<file path="src/rtl/irq_arbiter_if.sv">
// ---------------------------------------------------------------------------
// irq_arbiter_if : request, register and core handshake bundle for irq_arbiter
// Rev 1.0
// ---------------------------------------------------------------------------
`default_nettype none

interface irq_arbiter_if #(
  parameter int NUM_SRC = 8
);
  logic [NUM_SRC-1:0] src_i;
  logic               we_i;
  logic [7:0]         addr_i;
  logic [31:0]        wdata_i;
  logic [31:0]        rdata_o;
  logic               irq_o;
  logic [7:0]         irq_id_o;
  logic               claim_i;
  logic               complete_i;
  logic               busy_o;

  modport master (
    output src_i, we_i, addr_i, wdata_i, claim_i, complete_i,
    input  rdata_o, irq_o, irq_id_o, busy_o
  );

  modport slave (
    input  src_i, we_i, addr_i, wdata_i, claim_i, complete_i,
    output rdata_o, irq_o, irq_id_o, busy_o
  );
endinterface

`default_nettype wire

</file>
<file path="src/rtl/irq_arbiter.sv">
// ---------------------------------------------------------------------------
// irq_arbiter : synchronised edge-triggered interrupt sources, round-robin
//               selection and a claim/complete handshake to one core
// Rev 1.0
// ---------------------------------------------------------------------------
`default_nettype none

module irq_arbiter #(
  parameter int NUM_SRC     = 8,
  parameter int SYNC_STAGES = 2
) (
  input  logic          clk_i,
  input  logic          rst_ni,
  irq_arbiter_if.slave  bus
);

  localparam int         IDW       = 5;
  localparam logic [2:0] S_IDLE    = 3'b001;
  localparam logic [2:0] S_ASSERT  = 3'b010;
  localparam logic [2:0] S_SERVICE = 3'b100;
  localparam logic [7:0] A_PEND    = 8'h00;
  localparam logic [7:0] A_EN      = 8'h04;
  localparam logic [7:0] A_CLR     = 8'h08;
  localparam logic [7:0] A_STAT    = 8'h0C;

  logic [NUM_SRC-1:0] r_sync [SYNC_STAGES];
  logic [NUM_SRC-1:0] r_prev;
  logic [SYNC_STAGES:0] r_armed;
  logic [NUM_SRC-1:0] r_pending;
  logic [NUM_SRC-1:0] r_enable;
  logic [2:0]         r_state;
  logic [IDW-1:0]     r_rr_ptr;
  logic [IDW-1:0]     r_winner;

  logic [NUM_SRC-1:0] w_edge;
  logic [NUM_SRC-1:0] w_req;
  logic [NUM_SRC-1:0] w_clr;
  logic [NUM_SRC-1:0] w_winner_oh;
  logic [NUM_SRC-1:0] w_pending_nxt;
  logic [NUM_SRC-1:0] w_enable_nxt;
  logic [2:0]         w_state_nxt;
  logic [IDW-1:0]     w_rr_winner;
  logic [IDW-1:0]     w_hi;
  logic [IDW-1:0]     w_lo;
  logic               w_hi_found;
  logic               w_found;
  logic               w_claim;
  logic               w_wr_en;
  logic               w_wr_clr;
  logic               w_unused;

  // Edges are masked until the synchroniser has been refilled after reset, so a
  // line already high at release is not mistaken for a new request.
  always_ff @(posedge clk_i or negedge rst_ni) begin
    if (!rst_ni) begin
      for (int s = 0; s < SYNC_STAGES; s++) r_sync[s] <= '0;
      r_prev  <= '0;
      r_armed <= '0;
    end else begin
      r_sync[0] <= bus.src_i;
      for (int s = 1; s < SYNC_STAGES; s++) r_sync[s] <= r_sync[s-1];
      r_prev  <= r_sync[SYNC_STAGES-1];
      r_armed <= {r_armed[SYNC_STAGES-1:0], 1'b1};
    end
  end

  assign w_edge = r_armed[SYNC_STAGES] ? (r_sync[SYNC_STAGES-1] & ~r_prev) : '0;

  assign w_wr_en       = bus.we_i && (bus.addr_i == A_EN);
  assign w_wr_clr      = bus.we_i && (bus.addr_i == A_CLR);
  assign w_claim       = bus.claim_i && (r_state == S_ASSERT);
  assign w_winner_oh   = {{(NUM_SRC-1){1'b0}}, 1'b1} << r_winner;
  assign w_clr         = (w_claim ? w_winner_oh : '0) |
                         (w_wr_clr ? bus.wdata_i[NUM_SRC-1:0] : '0);
  assign w_pending_nxt = (r_pending & ~w_clr) | w_edge;
  assign w_enable_nxt  = w_wr_en ? bus.wdata_i[NUM_SRC-1:0] : r_enable;
  assign w_req         = r_pending & r_enable;
  assign w_unused      = ^bus.wdata_i[31:NUM_SRC];

  // Descending scan keeps the lowest requester above rr_ptr (w_hi) and the
  // lowest overall (w_lo); the latter is the wrap-around choice.
  always_comb begin
    w_hi       = '0;
    w_lo       = '0;
    w_hi_found = 1'b0;
    w_found    = |w_req;
    for (int i = NUM_SRC - 1; i >= 0; i--) begin
      if (w_req[i]) begin
        w_lo = IDW'(i);
        if (i > int'(r_rr_ptr)) begin
          w_hi       = IDW'(i);
          w_hi_found = 1'b1;
        end
      end
    end
    w_rr_winner = w_hi_found ? w_hi : w_lo;
  end

  always_comb begin
    w_state_nxt = r_state;
    case (r_state)
      S_IDLE:    if (w_found) w_state_nxt = S_ASSERT;
      S_ASSERT: begin
        if (w_claim)
          w_state_nxt = S_SERVICE;
        else if ((w_pending_nxt & w_enable_nxt & w_winner_oh) == '0)
          w_state_nxt = S_IDLE;
      end
      S_SERVICE: if (bus.complete_i) w_state_nxt = S_IDLE;
      default:   w_state_nxt = S_IDLE;
    endcase
  end

  always_ff @(posedge clk_i or negedge rst_ni) begin
    if (!rst_ni) begin
      r_state   <= S_IDLE;
      r_pending <= '0;
      r_enable  <= '0;
      r_winner  <= '0;
      r_rr_ptr  <= IDW'(NUM_SRC - 1);
    end else begin
      r_state   <= w_state_nxt;
      r_pending <= w_pending_nxt;
      r_enable  <= w_enable_nxt;
      if (r_state == S_IDLE && w_found) r_winner <= w_rr_winner;
      if (w_claim)                      r_rr_ptr <= r_winner;
    end
  end

  assign bus.irq_o    = (r_state == S_ASSERT);
  assign bus.busy_o   = (r_state == S_SERVICE);
  assign bus.irq_id_o = (r_state == S_ASSERT || r_state == S_SERVICE) ?
                        8'(r_winner) + 8'd1 : 8'd0;

  always_comb begin
    bus.rdata_o = '0;
    case (bus.addr_i)
      A_PEND: bus.rdata_o = {{(32-NUM_SRC){1'b0}}, r_pending};
      A_EN:   bus.rdata_o = {{(32-NUM_SRC){1'b0}}, r_enable};
      A_STAT: bus.rdata_o = {23'b0, bus.busy_o, bus.irq_id_o};
      default: bus.rdata_o = '0;
    endcase
  end

endmodule

`default_nettype wire
</file>
<file path="src/flat_wrapper.sv">
// flat-port wrapper written by rule: the top's interface ports become plain ports
module irq_arbiter_flat 
#(
  parameter int NUM_SRC     = 8,
  parameter int SYNC_STAGES = 2
)
  (clk_i, rst_ni, bus_src_i, bus_we_i, bus_addr_i, bus_wdata_i, bus_claim_i, bus_complete_i, bus_rdata_o, bus_irq_o, bus_irq_id_o, bus_busy_o);
  irq_arbiter_if #(.NUM_SRC(NUM_SRC)) bus_i ();
  input  logic clk_i;
  input  logic rst_ni;
  input wire logic [$bits(bus_i.src_i)-1:0] bus_src_i;
  input wire logic [$bits(bus_i.we_i)-1:0] bus_we_i;
  input wire logic [$bits(bus_i.addr_i)-1:0] bus_addr_i;
  input wire logic [$bits(bus_i.wdata_i)-1:0] bus_wdata_i;
  input wire logic [$bits(bus_i.claim_i)-1:0] bus_claim_i;
  input wire logic [$bits(bus_i.complete_i)-1:0] bus_complete_i;
  output wire logic [$bits(bus_i.rdata_o)-1:0] bus_rdata_o;
  output wire logic [$bits(bus_i.irq_o)-1:0] bus_irq_o;
  output wire logic [$bits(bus_i.irq_id_o)-1:0] bus_irq_id_o;
  output wire logic [$bits(bus_i.busy_o)-1:0] bus_busy_o;
  assign bus_i.src_i = bus_src_i;
  assign bus_i.we_i = bus_we_i;
  assign bus_i.addr_i = bus_addr_i;
  assign bus_i.wdata_i = bus_wdata_i;
  assign bus_i.claim_i = bus_claim_i;
  assign bus_i.complete_i = bus_complete_i;
  assign bus_rdata_o = bus_i.rdata_o;
  assign bus_irq_o = bus_i.irq_o;
  assign bus_irq_id_o = bus_i.irq_id_o;
  assign bus_busy_o = bus_i.busy_o;
  irq_arbiter #(.NUM_SRC(NUM_SRC), .SYNC_STAGES(SYNC_STAGES)) u_core (.clk_i(clk_i), .rst_ni(rst_ni), .bus(bus_i));
endmodule
</file>
<file path="config.mk">
export PLATFORM = sky130hd
export DESIGN_NAME = irq_arbiter_flat
export DESIGN_NICKNAME = d
export VERILOG_FILES = /design/src/rtl/irq_arbiter_if.sv /design/src/rtl/irq_arbiter.sv /design/src/flat_wrapper.sv
export SDC_FILE = /design/constraint.sdc
export NUM_CORES = 1
export LEC_CHECK = 0
export ABC_CLOCK_PERIOD_IN_PS = 3000
export CORE_AREA = 2 2 85 87
export CTS_CLUSTER_SIZE = 12
export DETAILED_ROUTE_END_ITERATION = 16
export DIE_AREA = 0 0 87 89
export MAX_ROUTING_LAYER = met4
export PLACE_DENSITY = 0.79
export SYNTH_ARGS = -nofsm -noshare
export SYNTH_HDL_FRONTEND = slang
export SYNTH_SLANG_ARGS = --single-unit
</file>
<file path="constraint.sdc">
create_clock -name clk_i -period 3 [get_ports clk_i]
set_input_delay 0.9 -clock clk_i [delete_from_list [all_inputs] [get_ports clk_i]]
set_output_delay 0.9 -clock clk_i [all_outputs]
set_load 0.005 [all_outputs]
</file>
Word-level counts from Yosys, hierarchy flattened --
Cells that the tools add are included.
Storage, ports and cells: logic and storage cells 93, bits in registers 56, output and inout port bits 42, input bits 53
Cells by class: $lt $le $gt $ge 7, bitwise gates (word level) 9, reduce and logical (&&, ||, !) cells 9, mux-type cells 48, equality and inequality tests 9, shift-type cells 1, $add $sub $neg 1
Operators with widths (count):
- $mux 5 | 14
- $and 8x8->8 | 5
- $mux 8 | 5
- $mux 3 | 13
- $pmux 9 s3 | 1
- $gt 3x5->1 const A | 4
- $eq 8x4->1 const B | 2
- $logic_not 8->1 | 2
- $not 8->8 | 2
- $or 8x8->8 | 2
- $mux 1 | 14
- $gt 2x5->1 const A | 2
- $pmux 3 s3 | 1
- $eq 8x3->1 const B | 1
- $reduce_or 8->1 | 1
- $shl 1x5->8 const A | 1
- $add 5x1->6 const B | 1
- $gt 1x5->1 const A | 1
- $logic_and 1x1->1 | 4
- $eq 3x1->1 const B | 1
- $eq 3x2->1 const B | 1
- $eq 3x3->1 const B | 1
- $ne 3x1->1 const B | 1
- $reduce_and 3->1 | 1
- other kinds (3) | 3

Longest topological paths before layout --
Gate-level depths: netlist (run 1).
depth after elaboration 16, gate-level depth with buffers 10

Worst setup path before layout (run 1) --
OpenSTA, ideal clock, no wires.
kind in2reg, start input bus_addr_i[1], end register u_core.r_state[1], data required time 2.876 ns, library setup time 0.124 ns, arrival time 2.947 ns, setup slack -0.071 ns, stages 7, cells stage by stage or4_4 > nor4_4 > mux2_2 > and3_1 > a41oi_1 > a31oi_1 > or2_1
RTL lines:
- start: declaration | RTL line flat_wrapper.sv:13 | input wire logic [$bits(bus_i.addr_i)-1:0] bus_addr_i;
- $eq 8x3->1 | RTL line irq_arbiter.sv:69 | assign w_wr_en = bus.we_i && (bus.addr_i == A_EN);
- $logic_and 1x1->1 | RTL line irq_arbiter.sv:69
- $mux 8 | RTL line irq_arbiter.sv:76 | assign w_enable_nxt = w_wr_en ? bus.wdata_i[NUM_SRC-1:0] : r_enable;
- named net u_core.w_enable_nxt[3] | RTL line irq_arbiter.sv:40 | logic [NUM_SRC-1:0] w_enable_nxt;
- $and 8x8->8 (2 in a row) | RTL line irq_arbiter.sv:106 | else if ((w_pending_nxt & w_enable_nxt & w_winner_oh) == '0)
- $logic_not 8->1 | RTL line irq_arbiter.sv:106
- $ne 3x1->1 (no source line)
- $reduce_and 3->1 (no source line)
- end signal: assignment | RTL line irq_arbiter.sv:122 | r_state <= w_state_nxt;
- end: declaration | RTL line irq_arbiter.sv:31 | logic [2:0] r_state;
The timed path passes the listed nets, and every way through them passes these cells. A chain may end at the register's enable or synchronous reset.

Worst setup path after layout (run 1) --
start input bus_addr_i[4], end output bus_rdata_o[5]
On the way: cells in the longest elaborated chain, start to end 2
Ends and longest elaborated chain:
- $eq 8x4->1 (tied with other cells) | RTL line irq_arbiter.sv:137 | case (bus.addr_i)
- $pmux 9 s3 (*) | RTL line irq_arbiter.sv:137
- end: declaration | RTL line flat_wrapper.sv:17 | output wire logic [$bits(bus_i.rdata_o)-1:0] bus_rdata_o;
Mark *: on every way between the ends. The rest lies on a longest branch, timed or not.

==> flow_summary.yaml, run 1 <==
worst_hold_path:
  whs_path_depth: 0
  min_path_type: "reg -> reg"
  hold_end: "u_core.r_sync[5]$_DFF_PN0_"
  min_from: "u_core.r_sync[13]$_DFF_PN0_"
setup_path:
  start_kind: "input port"
  reg2reg_from: "u_core.r_state[2]$_DFFE_PN0P_"
  worstPathMaxFanout: 3
  r2r-end: "u_core.r_state[1]$_DFFE_PN0P_"
  worst_setup_path_end_kind: "primary output"
  r2r_cells: 9
  rrSetupSlack_ns: 0.82
  critPathKind: "in -> out"
  required_ns: 2.10
  cp.arrival_ns: 2.22
logic_synthesis:
  synth_top_area_cell: "dfrtp_1"
  async_reset_ff_frac: 1.000
  synth_seq_cells: 52
  ys_seq_area_frac: 0.4815
  synth_top_area_frac: 0.4428
  synth-edff-count: 0
  synth_cells: 265
  synth.avg_cell_area_um2: 10.24
  synth_warnings: 0
  yosysUniqueCellTypes: 46
  synthFlopType: "dfrtp_1"
  syn_area_um2: 2713
  ys_top_cells_by_area: "dfrtp_1 (44%), buf_4 (7.7%), mux2_2 (5.4%), dfstp_2 (3.9%), nand2_1 (3.5%)"
sta:
  setup_violations: 11
  period_minus_slack_ns: 3.121
  rsz0062_at_grt: "true"
  fmaxAchievable_mhz: 320.4
  finClkSkew_ns: 0.01329
  worstMarginPinSlew_ns: 0.7401
  relSlewSlack: 0.5066
  slew_viol_final: 0
  period_share: 1.040
  fin_ws_ns: -0.1209
  whs_ns: 0.3519
  hold_viol_final: 0
detailed_routing:
  drtIter0Drc: 91
  ant_nets: 0
  finalWirelength_um: 6320
  routedWlPerCell_um: 15.12
  viasPerCell: 5.146
  drc: 0
  firstDrtPassIters: 4
  vias: 2151
place:
  place_ws_ns: -0.8832
  port_buffers: 43
  dpl.hpwl_um: 4795
  gp_routability_congestion: 0.8592
die:
  core_area_um2: 6719
  io_pins: 95
  rows: 30
  die_w_um: 87
  start_util: 0.4037
  die-area_um2: 7743
  die_y_um: 89
clock_network:
  clk_pin_slew_ns: 0.08
  cts_made_buffers: 5
  holdBufCountCts: 0
  cts_tree: "built"
  clkLatencyLatePin_ns: 0.30
  clockRootBuffer: "clkbuf_8"
  clockBufferDepth: 2
  cts_sinks: 52
  cts_max_level: 2
finish:
  synthToLayoutAreaGrowth_pct: 28.37
  multi_input_area_um2: 1340
  drive_above_1_share: 0.2811
  fin_util: 0.5183
  regArea_um2: 1308
  antenna_cells: 0
  fillCellCount: 617
  final_net_count: 396
power:
  p_int_w: 0.001252
  p_seq_frac: 0.492
  power_switching_share: 0.3252
  pwr-share-comb: 0.293
  total_power_w: 0.001856
  p_leak_nw: 1.567
  switchingPower_w: 0.0006035
  ir_drop_mv: 0.4922
  p_per_area_nw_per_um2: 532.9
  clkPwrFrac: 0.215
outcome:
  violations: "setup timing"
  status: "complete, but fails checks"
grt:
  antenna_found_initial: 0
  grt_usage: 0.1788
  grt_pass1_wl_um: 10330
  grt_pass1_vias: 2167
  overflow: 0
  grt_max_degree: 36
run:
  drv_cap: 0
metal layers:
| metal | share of wire | global-route usage | vias up |
|---|---|---|---|
| met5 | 0 | - | - |
| met4 | 0.012 | 0.05540 | 0 |
| met3 | 0.043 | 0.02216 | 4 |
| met2 | 0.50 | 0.3067 | 63 |
| met1 | 0.44 | 0.2214 | 1059 |
| li1 | - | - | 1025 |
area by class of cell:
cell class / count / share of cell area
sequential: 52 / 0.3755
inverter: 9 / 0.009702
tap: 80 / 0.02875
multi-input combinational: 196 / 0.3848
clock buffer: 8 / 0.02587
timing repair buffer: 73 / 0.1754
power by group through the flow:
stage	combinational (W)	sequential [W]	clock [W]
after global placement	0.000504	0.000912	0
after CTS	0.000524	0.000903	0.000410
after global routing	0.000608	0.000928	0.000435
final	0.000544	0.000912	0.000400
after detailed placement	0.000509	0.000917	0
after floorplan	0.000386	0.000863	0
flip-flops by register name, summed over array words and instances, names as in the netlist:
name and count:
u_core.r_prev 8, u_core.r_sync 16, u_core.r_state 3, u_core.r_enable 8, u_core.r_armed 3, u_core.r_winner 3
u_core.r_rr_ptr 3, u_core.r_pending 8
cell usage in the layout, fill, tap and decap left out, drive strengths merged, types with 9 or more instances in the layout:
cell and instances:
conb 28, mux2 13, buf 43, or2 9
a21oi 11, clkdlybuf4s50 26, nand2 25, inv 9
nor2 18, o21ai 15, dfrtp 48
worst max path at each step:
stage / startpoint / cells after the start / to
detailed placement: bus_addr_i[4] / 5 / bus_rdata_o[5]
CTS: bus_addr_i[5] / 6 / bus_rdata_o[5]
floorplan: bus_addr_i[4] / 7 / u_core.r_state[1]$_DFFE_PN0P_
finish: bus_addr_i[4] / 6 / bus_rdata_o[5]
global placement: bus_addr_i[4] / 5 / bus_rdata_o[5]
global route: bus_addr_i[4] / 6 / bus_rdata_o[5]
stage by stage:
step	cells	setup TNS (ns)	cell area [um2]
6_report	418	-0.6707	3482
4_1_cts	416	-0.5052	3438
3_3_place_gp	402	-9.407	3321
5_1_grt	418	-1.175	3482
3_5_place_dp	402	-9.798	3321
2_1_floorplan	291	-0.1382	2869
worst max-delay path, cell delays in order:
cell	delay [ns]
buf_6	0.09
or4_4	0.54
or2_4	0.29
buf_6	0.14
nor3_4	0.14
buf_2	0.13
cell families (layout without fill, tap and decap cells):
| group | Yosys count | after routing | synth area share |
|---|---|---|---|
| fa+ha+maj | 6 | 6 | 0.02767 |
| other cells | 2 | 28 | 0.002769 |
| buf+inv | 44 | 90 | 0.09963 |
| mux | 17 | 17 | 0.06873 |
| simple gates | 86 | 87 | 0.1771 |
| compound gates | 58 | 58 | 0.1425 |
| flops | 52 | 52 | 0.4815 |
what timing repair did:
item / in CTS / in global routing
cloned: 1 / 0
pin swaps: 14 / 5
buffers inserted: 5 / 2
setup endpoints to repair: 12 / 14
resized for setup: 63 / 7
synthesized netlist by cell type (all sizes together) (2+ instances only):
cell / n
ha: 6
a21o: 2
clkbuf: 6
buf: 29
a31oi: 4
mux2i: 4
dfstp: 4
nor4: 5
nor2: 18
nor3b: 2
nand3: 4
a31o: 2
nand3b: 2
nand2: 25
o22a: 3
or2: 8
nor3: 4
conb: 2
o21ai: 15
nand2b: 6
dfrtp: 48
o22ai: 2
and2: 2
and3b: 4
a22oi: 6
a22o: 2
inv: 9
a21oi: 11
o2111ai: 4
mux2: 13
Note: power is estimated with default switching activity, not from simulation.
==> run 2: changes to the inputs <==
Settings changed: GPL_ROUTABILITY_DRIVEN set to 0.
==> run 2 against run 1 <==
Against the previous run:
- the run still ends with setup timing left
- largest cell class unchanged
- sequential share of layout area fell by 1.3 points
- utilization rose by 1.8 points
- setup slack improved by 0.024 ns
- largest power group unchanged
- critical path type unchanged
==> flow_summary.yaml, run 2 (synthesis gave the netlist of run 1 again) <==
outcome:
  status: "complete, but fails checks"
  violations: "setup timing"
sta:
  hold_viol_final: 0
  slew_viol_final: 0
  period_minus_slack_ns: 3.097
  setup_tns_ns: -0.6434
  period_share: 1.032
  relSlewSlack: 0.5698
  worstMarginPinSlew_ns: 0.6453
  fin_ws_ns: -0.09677
  rsz0062_at_grt: "true"
  setup_violations: 11
  fmaxAchievable_mhz: 322.9
  finClkSkew_ns: 0.005915
power:
  total_power_w: 0.001996
  p_leak_nw: 1.594
  ir_drop_mv: 0.3776
  p_per_area_nw_per_um2: 554.5
grt:
  antenna_found_initial: 0
  grt_pass1_vias: 2122
  grt_usage: 0.1773
  grt_pass1_wl_um: 10270
  grt_max_degree: 53
  overflow: 0
detailed_routing:
  firstDrtPassIters: 4
  routedWlPerCell_um: 15.88
  drtIter0Drc: 188
  vias: 2219
  finalWirelength_um: 6604
  drc: 0
  viasPerCell: 5.334
  ant_nets: 0
clock_network:
  clockBufferDepth: 2
  clk_pin_slew_ns: 0.09
  cts_tree: "built"
  clkLatencyLatePin_ns: 0.31
  cts_made_buffers: 5
  cts_max_level: 2
  clockRootBuffer: "clkbuf_8"
  cts_sinks: 52
  holdBufCountCts: 0
finish:
  largest_register_ffs: 16
  top_register: "u_core.r_sync"
  drive_above_1_share: 0.3065
  layout_common_cells: "dfrtp_1 (48), conb_1 (28), clkdlybuf4s50_1 (26)"
  final_common_cell: "dfrtp_1"
  multi_input_area_um2: 1429
  regArea_um2: 1306
  fin_cells: 416
  final_net_count: 394
  synthToLayoutAreaGrowth_pct: 32.70
  fillCellCount: 570
  antenna_cells: 0
setup_path:
  worst_setup_path_end_kind: "primary output"
  cp.buffers_inverters: 3
  critPathKind: "in -> out"
  cp.arrival_ns: 2.20
  start_kind: "input port"
  critPathSlowestCell: "or4_4"
  slowest_delay_ns: 0.56
  required_ns: 2.10
  worstPathMaxFanout: 3
  crit_chain: "buf_6 > or4_4 > or2_4 > buf_12 > nor3_4 > buf_2"
  crit_family: "simple AND/OR/NAND/NOR gates"
place:
  port_buffers: 43
  dpl.hpwl_um: 4526
  placed_cells: 400
die:
  start_util: 0.4037
  die_w_um: 87
  die_y_um: 89
  core_area_um2: 6719
  die-area_um2: 7743
  io_pins: 95
  rows: 30
worst_hold_path:
  min_path_type: "reg -> reg"
run:
  drv_cap: 0
[run 2: changes by cell type in the layout (fill, tap and decap cells not counted), moves of 2 or more]
cell       delta
mux2_2        -5
clkbuf_1      -2
o2111ai_2     +4
mux2_4        +5
o2111ai_1     -4
buf_4         -5
[run 2: final timing paths]
kind                            depth (start not counted)  slack (ns)                           from                             to
worst max-delay path                                    6        -0.1                  bus_addr_i[1]                 bus_rdata_o[5]
worst min-delay path                                    0        0.35     u_core.r_sync[9]$_DFF_PN0_     u_core.r_sync[1]$_DFF_PN0_
worst max register to register                         10        0.61  u_core.r_state[2]$_DFFE_PN0P_  u_core.r_state[0]$_DFFE_PN1P_
worst min register to register                          0        0.35     u_core.r_sync[9]$_DFF_PN0_     u_core.r_sync[1]$_DFF_PN0_
max in group asynchronous                               2        1.87                         rst_ni     u_core.r_prev[6]$_DFF_PN0_
min in group asynchronous                               2        0.70                         rst_ni  u_core.r_pending[7]$_DFF_PN0_
[run 2: what timing repair did]
item	in CTS	in global routing
resized for setup	62	25
pin swaps	14	8
buffers inserted	5	2
endpoints found under the setup margin	12	14
gates cloned	1	0
[run 2: stage by stage]
stage | hold WS [ns] | area, um2 | utilization | setup slack [ns]
4_1_cts | 0.3560 | 3458 | 0.5147 | -0.06839
2_1_floorplan | 0.3312 | 2869 | - | -0.05875
3_3_place_gp | 0.3313 | 3306 | 0.4920 | -0.8808
6_report | 0.3532 | 3600 | 0.5358 | -0.09677
3_5_place_dp | 0.3347 | 3306 | 0.4920 | -0.8902
5_1_grt | 0.3638 | 3600 | 0.5358 | -0.1522
[run 2: metal layers]
layer  global-route usage  up-vias  part of all wire
met3              0.03324       16             0.070
met2               0.2922      106              0.51
met1               0.2224     1078              0.40
li1                     -     1019                 -
met5                    -        -                 0
met4              0.05540        0             0.019
[run 2: cell type report]
| class | instances | area share |
|---|---|---|
| sequential | 52 | 0.3629 |
| clock inverter | 2 | 0.01078 |
| tap | 80 | 0.02781 |
| multi-input combinational | 196 | 0.3969 |
| timing repair buffer | 71 | 0.1693 |
| inverter | 9 | 0.009385 |
| clock buffer | 6 | 0.02294 |
[run 2: where the power goes]
group / switching, W / internal (W) / total (W)
Sequential: 0.000107 / 0.000804 / 0.000912
Combinational: 0.000321 / 0.000262 / 0.000583
Clock: 0.000228 / 0.000273 / 0.000501
